[config.mk]
export PLATFORM = sky130hd
export DESIGN_NAME = screen_frame_loader
export DESIGN_NICKNAME = d
export VERILOG_FILES = /design/src/rtl/screen_frame_loader.sv
export SDC_FILE = /design/constraint.sdc
export NUM_CORES = 1
export LEC_CHECK = 0
export CAP_MARGIN = 20
export CORE_ASPECT_RATIO = 1.4
export CORE_MARGIN = 8
export CORE_UTILIZATION = 45
export DETAILED_ROUTE_END_ITERATION = 6
export PLACE_DENSITY = 0.65
export SYNTH_ARGS = -nofsm -noshare
export SYNTH_HDL_FRONTEND = slang
export SYNTH_SLANG_ARGS = --single-unit
[constraint.sdc]
create_clock -name clk -period 8.5 [get_ports clk]
set_input_delay 1.7 -clock clk [delete_from_list [all_inputs] [get_ports clk]]
set_output_delay 1.7 -clock clk [all_outputs]
set_load 0.02 [all_outputs]
[src/rtl/screen_frame_loader.sv]
// Memory-mapped frame loader: the CPU posts RGB888 pixels into a FIFO, and the loader quantises
// them and streams one per clock to the HUB75 screen driver until a full frame has been sent.
module screen_frame_loader #(
    parameter int NUM_PIXELS = 4096,
    parameter int FIFO_DEPTH = 16,
    parameter int BIT_DEPTH  = 4
) (
    input  logic        clk,
    input  logic        reset,
    input  logic        cs,
    input  logic        we,
    input  logic        rd,
    input  logic [1:0]  addr,
    input  logic [31:0] d_in,
    output logic [31:0] d_out,
    output logic        init,
    output logic        wr_data,
    output logic [31:0] mat_in,
    output logic        frame_irq
);
    localparam int AW  = $clog2(FIFO_DEPTH);
    localparam int FCW = AW + 1;
    localparam int CW  = $clog2(NUM_PIXELS + 1);

    typedef enum logic [1:0] {IDLE, INIT_HI, INIT_LO, STREAM} state_t;

    state_t             state;
    logic               init_cnt;
    logic [23:0]        mem [FIFO_DEPTH];
    logic [AW-1:0]      rd_ptr, wr_ptr;
    logic [FCW-1:0]     fifo_count;
    logic [CW-1:0]      count;
    logic               busy, done, overflow;

    logic wr_ctrl, wr_pix, start, abort, full, empty, frame_full, frame_end;
    logic pop, push, flush;
    logic [23:0]          head;
    logic [3*BIT_DEPTH-1:0] quant;

    assign wr_ctrl    = cs & we & (addr == 2'd0);
    assign wr_pix     = cs & we & (addr == 2'd1);
    assign abort      = wr_ctrl & d_in[1];
    assign start      = wr_ctrl & d_in[0] & ~d_in[1] & (state == IDLE);
    assign full       = (fifo_count == FCW'(FIFO_DEPTH));
    assign empty      = (fifo_count == '0);
    assign frame_full = (count == CW'(NUM_PIXELS));
    assign frame_end  = (state == STREAM) & frame_full & ~abort;
    assign pop        = (state == STREAM) & ~empty & ~frame_full & ~abort;
    // A pop in the same cycle frees the slot, so a write to a full FIFO is still accepted then.
    assign push       = wr_pix & busy & (~full | pop);
    assign flush      = abort | start | frame_end;

    assign head  = mem[rd_ptr];
    assign quant = {head[23 -: BIT_DEPTH], head[15 -: BIT_DEPTH], head[7 -: BIT_DEPTH]};

    always_ff @(posedge clk) begin
        if (push && !flush)
            mem[wr_ptr] <= d_in[23:0];
    end

    always_ff @(posedge clk or posedge reset) begin
        if (reset) begin
            rd_ptr     <= '0;
            wr_ptr     <= '0;
            fifo_count <= '0;
            overflow   <= 1'b0;
        end else begin
            if (flush) begin
                rd_ptr     <= '0;
                wr_ptr     <= '0;
                fifo_count <= '0;
            end else begin
                if (push) wr_ptr <= wr_ptr + AW'(1);
                if (pop)  rd_ptr <= rd_ptr + AW'(1);
                case ({push, pop})
                    2'b10:   fifo_count <= fifo_count + FCW'(1);
                    2'b01:   fifo_count <= fifo_count - FCW'(1);
                    default: fifo_count <= fifo_count;
                endcase
            end
            if (start)
                overflow <= 1'b0;
            else if (wr_pix && busy && full && !pop && !flush)
                overflow <= 1'b1;
        end
    end

    always_ff @(posedge clk or posedge reset) begin
        if (reset) begin
            state     <= IDLE;
            init_cnt  <= 1'b0;
            init      <= 1'b0;
            wr_data   <= 1'b0;
            mat_in    <= '0;
            frame_irq <= 1'b0;
            busy      <= 1'b0;
            done      <= 1'b0;
            count     <= '0;
        end else begin
            wr_data   <= 1'b0;
            frame_irq <= 1'b0;
            if (abort) begin
                state <= IDLE;
                init  <= 1'b0;
                busy  <= 1'b0;
            end else begin
                case (state)
                    IDLE: if (start) begin
                        state    <= INIT_HI;
                        init     <= 1'b1;
                        init_cnt <= 1'b0;
                        busy     <= 1'b1;
                        done     <= 1'b0;
                        count    <= '0;
                    end
                    INIT_HI: begin
                        init_cnt <= 1'b1;
                        if (init_cnt) begin
                            init  <= 1'b0;
                            state <= INIT_LO;
                        end
                    end
                    INIT_LO: state <= STREAM;
                    STREAM: begin
                        // Frame completes the cycle after the last pixel left; leftovers are dropped by flush.
                        if (frame_full) begin
                            frame_irq <= 1'b1;
                            busy      <= 1'b0;
                            done      <= 1'b1;
                            state     <= IDLE;
                        end else if (pop) begin
                            wr_data <= 1'b1;
                            mat_in  <= 32'(quant);
                            count   <= count + CW'(1);
                        end
                    end
                    default: state <= IDLE;
                endcase
            end
        end
    end

    always_ff @(posedge clk or posedge reset) begin
        if (reset) begin
            d_out <= '0;
        end else if (cs && rd) begin
            case (addr)
                2'd2:    d_out <= {16'b0, 8'(fifo_count), 5'b0, overflow, done, busy};
                2'd3:    d_out <= 32'(count);
                default: d_out <= '0;
            endcase
        end
    end
endmodule

==> flow_metrics.env <==
export IMPL_ir_drop_mv=0.166
export IMPL_worstSetupPathType="input port to flip-flop"
export IMPL_die_x_um=147
export IMPL_stdcell_count=1069
export IMPL_hold_path_class="flip-flop to flip-flop"
export IMPL_port_buffer_count=48
export IMPL_antenna_cells_inserted=0
export IMPL_dieArea_mm2=0.0292
export IMPL_worst_pin_slew_ns=1.09
export IMPL_setup_viol=0
export IMPL_async_flop_share=0.238
export IMPL_p_seq_frac=0.408
export IMPL_avgRoutedWirePerCell_um=21.2
export IMPL_ys_types=60
export IMPL_antenna_found_initial=0
export IMPL_grt_overflow=0
export IMPL_fmax_mhz=194
export IMPL_vias_per_cell=5.59
export IMPL_cts_sinks=252
export IMPL_syn_inst=680
export IMPL_core_area_mm2=0.0237
export IMPL_power_share_combinational=0.286
export IMPL_drt_iter0_drc=425
export IMPL_clock_latency_ns=0.51
export IMPL_synth_area_leader_cell="edfxtp_1"
export IMPL_rsz0062_at_grt="false"
export IMPL_worst_setup_path_start_kind="input port"
export IMPL_cp_required_ns=8.92
export IMPL_power_internal_mw=2.58
export IMPL_cts_root_buf="clkbuf_16"
export IMPL_swShare=0.300
export IMPL_drive_gt1_frac=0.158
export IMPL_synth_top_cells_by_count="192 x edfxtp_1, 60 x dfrtp_1, 49 x nand2_1, 48 x mux4_2, 41 x buf_4"
export IMPL_holdWs_ns=0.483
export IMPL_hold_viol_final=0
export IMPL_power_switching_mw=1.11
export IMPL_fillerInstances=1920
export IMPL_slew_headroom=0.274
export IMPL_critPathArrivalTime_ns=5.57
export IMPL_num_rows=67
export IMPL_place_gp_congestion=0.895
export IMPL_synth_edff_count=192
export IMPL_htree_levels=1
export IMPL_cap_violations=0
export IMPL_numCtsBuffers=24
export IMPL_synth_top_area_share=0.536
export IMPL_layout_nets=795
export IMPL_ant_nets=0
export IMPL_cts_tree="yes"
export IMPL_end_kind="flip-flop"
export IMPL_grt_usage=0.156
export IMPL_drc=0
export IMPL_routed_wl_mm=22.7
export IMPL_period_minus_slack_ns=5.15
export IMPL_cts_resized=0
export IMPL_dpl_worst_slack_ns=2.92
export IMPL_start_util=0.454
export IMPL_skew_ns=0.00800
export IMPL_finalCritPeriodShare=0.606
export IMPL_synth_most_common_cell="edfxtp_1"
export IMPL_postCtsHoldBufs=0
export IMPL_clockBufferDepth=3
export IMPL_finalSetupTns_ns=0
export IMPL_cts_clk_slew_worst_paths_ns=0.06
export IMPL_drtPass1Iterations=5
export IMPL_die_h_um=199
export IMPL_synth_area_leaders="edfxtp_1 54%, dfrtp_1 14%, mux4_2 10%"
export IMPL_io_pins=106
export IMPL_power_density_mw_per_mm2=298
export IMPL_grt_pass1_wl_mm=35.7
export IMPL_fin_ws_ns=3.35
export IMPL_drv_slew=0
export IMPL_hpwl_mm=15.3
export IMPL_syn_area_mm2=0.0108
export IMPL_vias=5972
export IMPL_outcome="finished clean"
export IMPL_synth_seq_cells=252
export IMPL_post_cts_setup_buffers=0
export IMPL_final_util=0.522
export IMPL_p_leak_nw=4.44
export IMPL_clockPowerShare=0.306
export IMPL_cp_max_fo=13
export IMPL_area_growth_pct=15.1
export IMPL_syn_avg_cell_area_um2=15.8
export IMPL_dpl_cell_count=1023
export IMPL_ys_warnings_count=0
export IMPL_synth_ff_type="edfxtp_1"
export IMPL_ys_seq_area_frac=0.675
export IMPL_grt_pass1_vias=6395
export IMPL_grt_max_degree=61
## registers in the layout (all words and copies together) (netlist names)
| register | count |
|---|---|
| done | 1 |
| init | 1 |
| wr_ptr | 4 |
| wr_data | 1 |
| state | 2 |
| overflow | 1 |
| init_cnt | 1 |
| rd_ptr | 4 |
| fifo_count | 5 |
| frame_irq | 1 |
| d_out | 13 |
| busy | 1 |
| count | 13 |
| mem | 192 |
| mat_in | 12 |
## power by group through the flow
stage               Combinational [mW]  Clock, mW  Sequential (mW)
global placement                  1.03          0             1.53
floorplan                        0.751          0             1.53
detailed placement                1.06          0             1.53
global route                      1.16       1.20             1.52
finish                            1.06       1.13             1.51
CTS                               1.07       1.16             1.51
## kinds of logic after synthesis
logic type	share of synthesized area
flops	0.675
simple gates	0.0659
compound gates	0.0758
buf+inv	0.0480
mux	0.112
fa+ha+maj	0.0181
xor+xnor	0.00488
other cells	0.000348
## through the flow
step	power, mW	cell area [um2]
global route	3.87	12400
global placement	2.56	11500
finish	3.69	12400
CTS	3.73	12400
floorplan	2.28	10900
detailed placement	2.59	11500
## path summary, 6_finish.rpt
check	cells past startpoint	slack, ns	startpoint	end
worst max-delay path	11	3.35	addr[0]	fifo_count[4]
worst min-delay path	2	0.48	d_out[2]	d_out[2]
worst max register to register	10	4.70	state[1]	fifo_count[4]
worst min register to register	2	0.48	d_out[2]	d_out[2]
max in group asynchronous	3	6.22	reset	rd_ptr[0]
min in group asynchronous	3	1.74	reset	fifo_count[0]
## worst max-delay path, stage by stage
cell and delay, ns:
clkdlybuf4s50_1 0.90, nand4bb_1 0.32, o21ai_1 0.23, nor4b_2 0.87
inv_1 0.13, fa_1 0.43, nand2b_1 0.16, a21oi_1 0.29
o211ai_1 0.18, a2bb2oi_1 0.16, a31oi_1 0.19
## layout make-up
type,instances,area (um2),share of cell area
Clock buffer,31,698,0.0564
Multi-Input combinational cell,377,3140,0.254
Timing Repair Buffer,70,664,0.0536
Tap cell,310,388,0.0313
Clock inverter,13,163,0.0131
Sequential cell,252,7270,0.587
Inverter,16,60.1,0.00485
## metal layers
layer	vias to the layer above	GRT usage	wire (um)
met3	47	0.0260	1100
met1	3064	0.173	8610
li1	2703	-	-
met5	-	0	0
met4	0	0.0570	640
met2	158	0.295	12400
## placed cells by master (no fill, tap or decap), types with 7 or more instances in the layout
master           count
ha_1                14
clkdlybuf4s50_1     48
inv_1               15
dfrtp_1             58
o21ai_0             29
a22o_1              17
edfxtp_1           192
clkbuf_16           25
nor2_1              35
mux2i_1             11
a21oi_1              7
nand3_1             10
mux4_2              48
a221oi_1            12
buf_4               17
nand2_1             49
conb_1              39
o31ai_1             21
(Power assumes the default switching activity.)
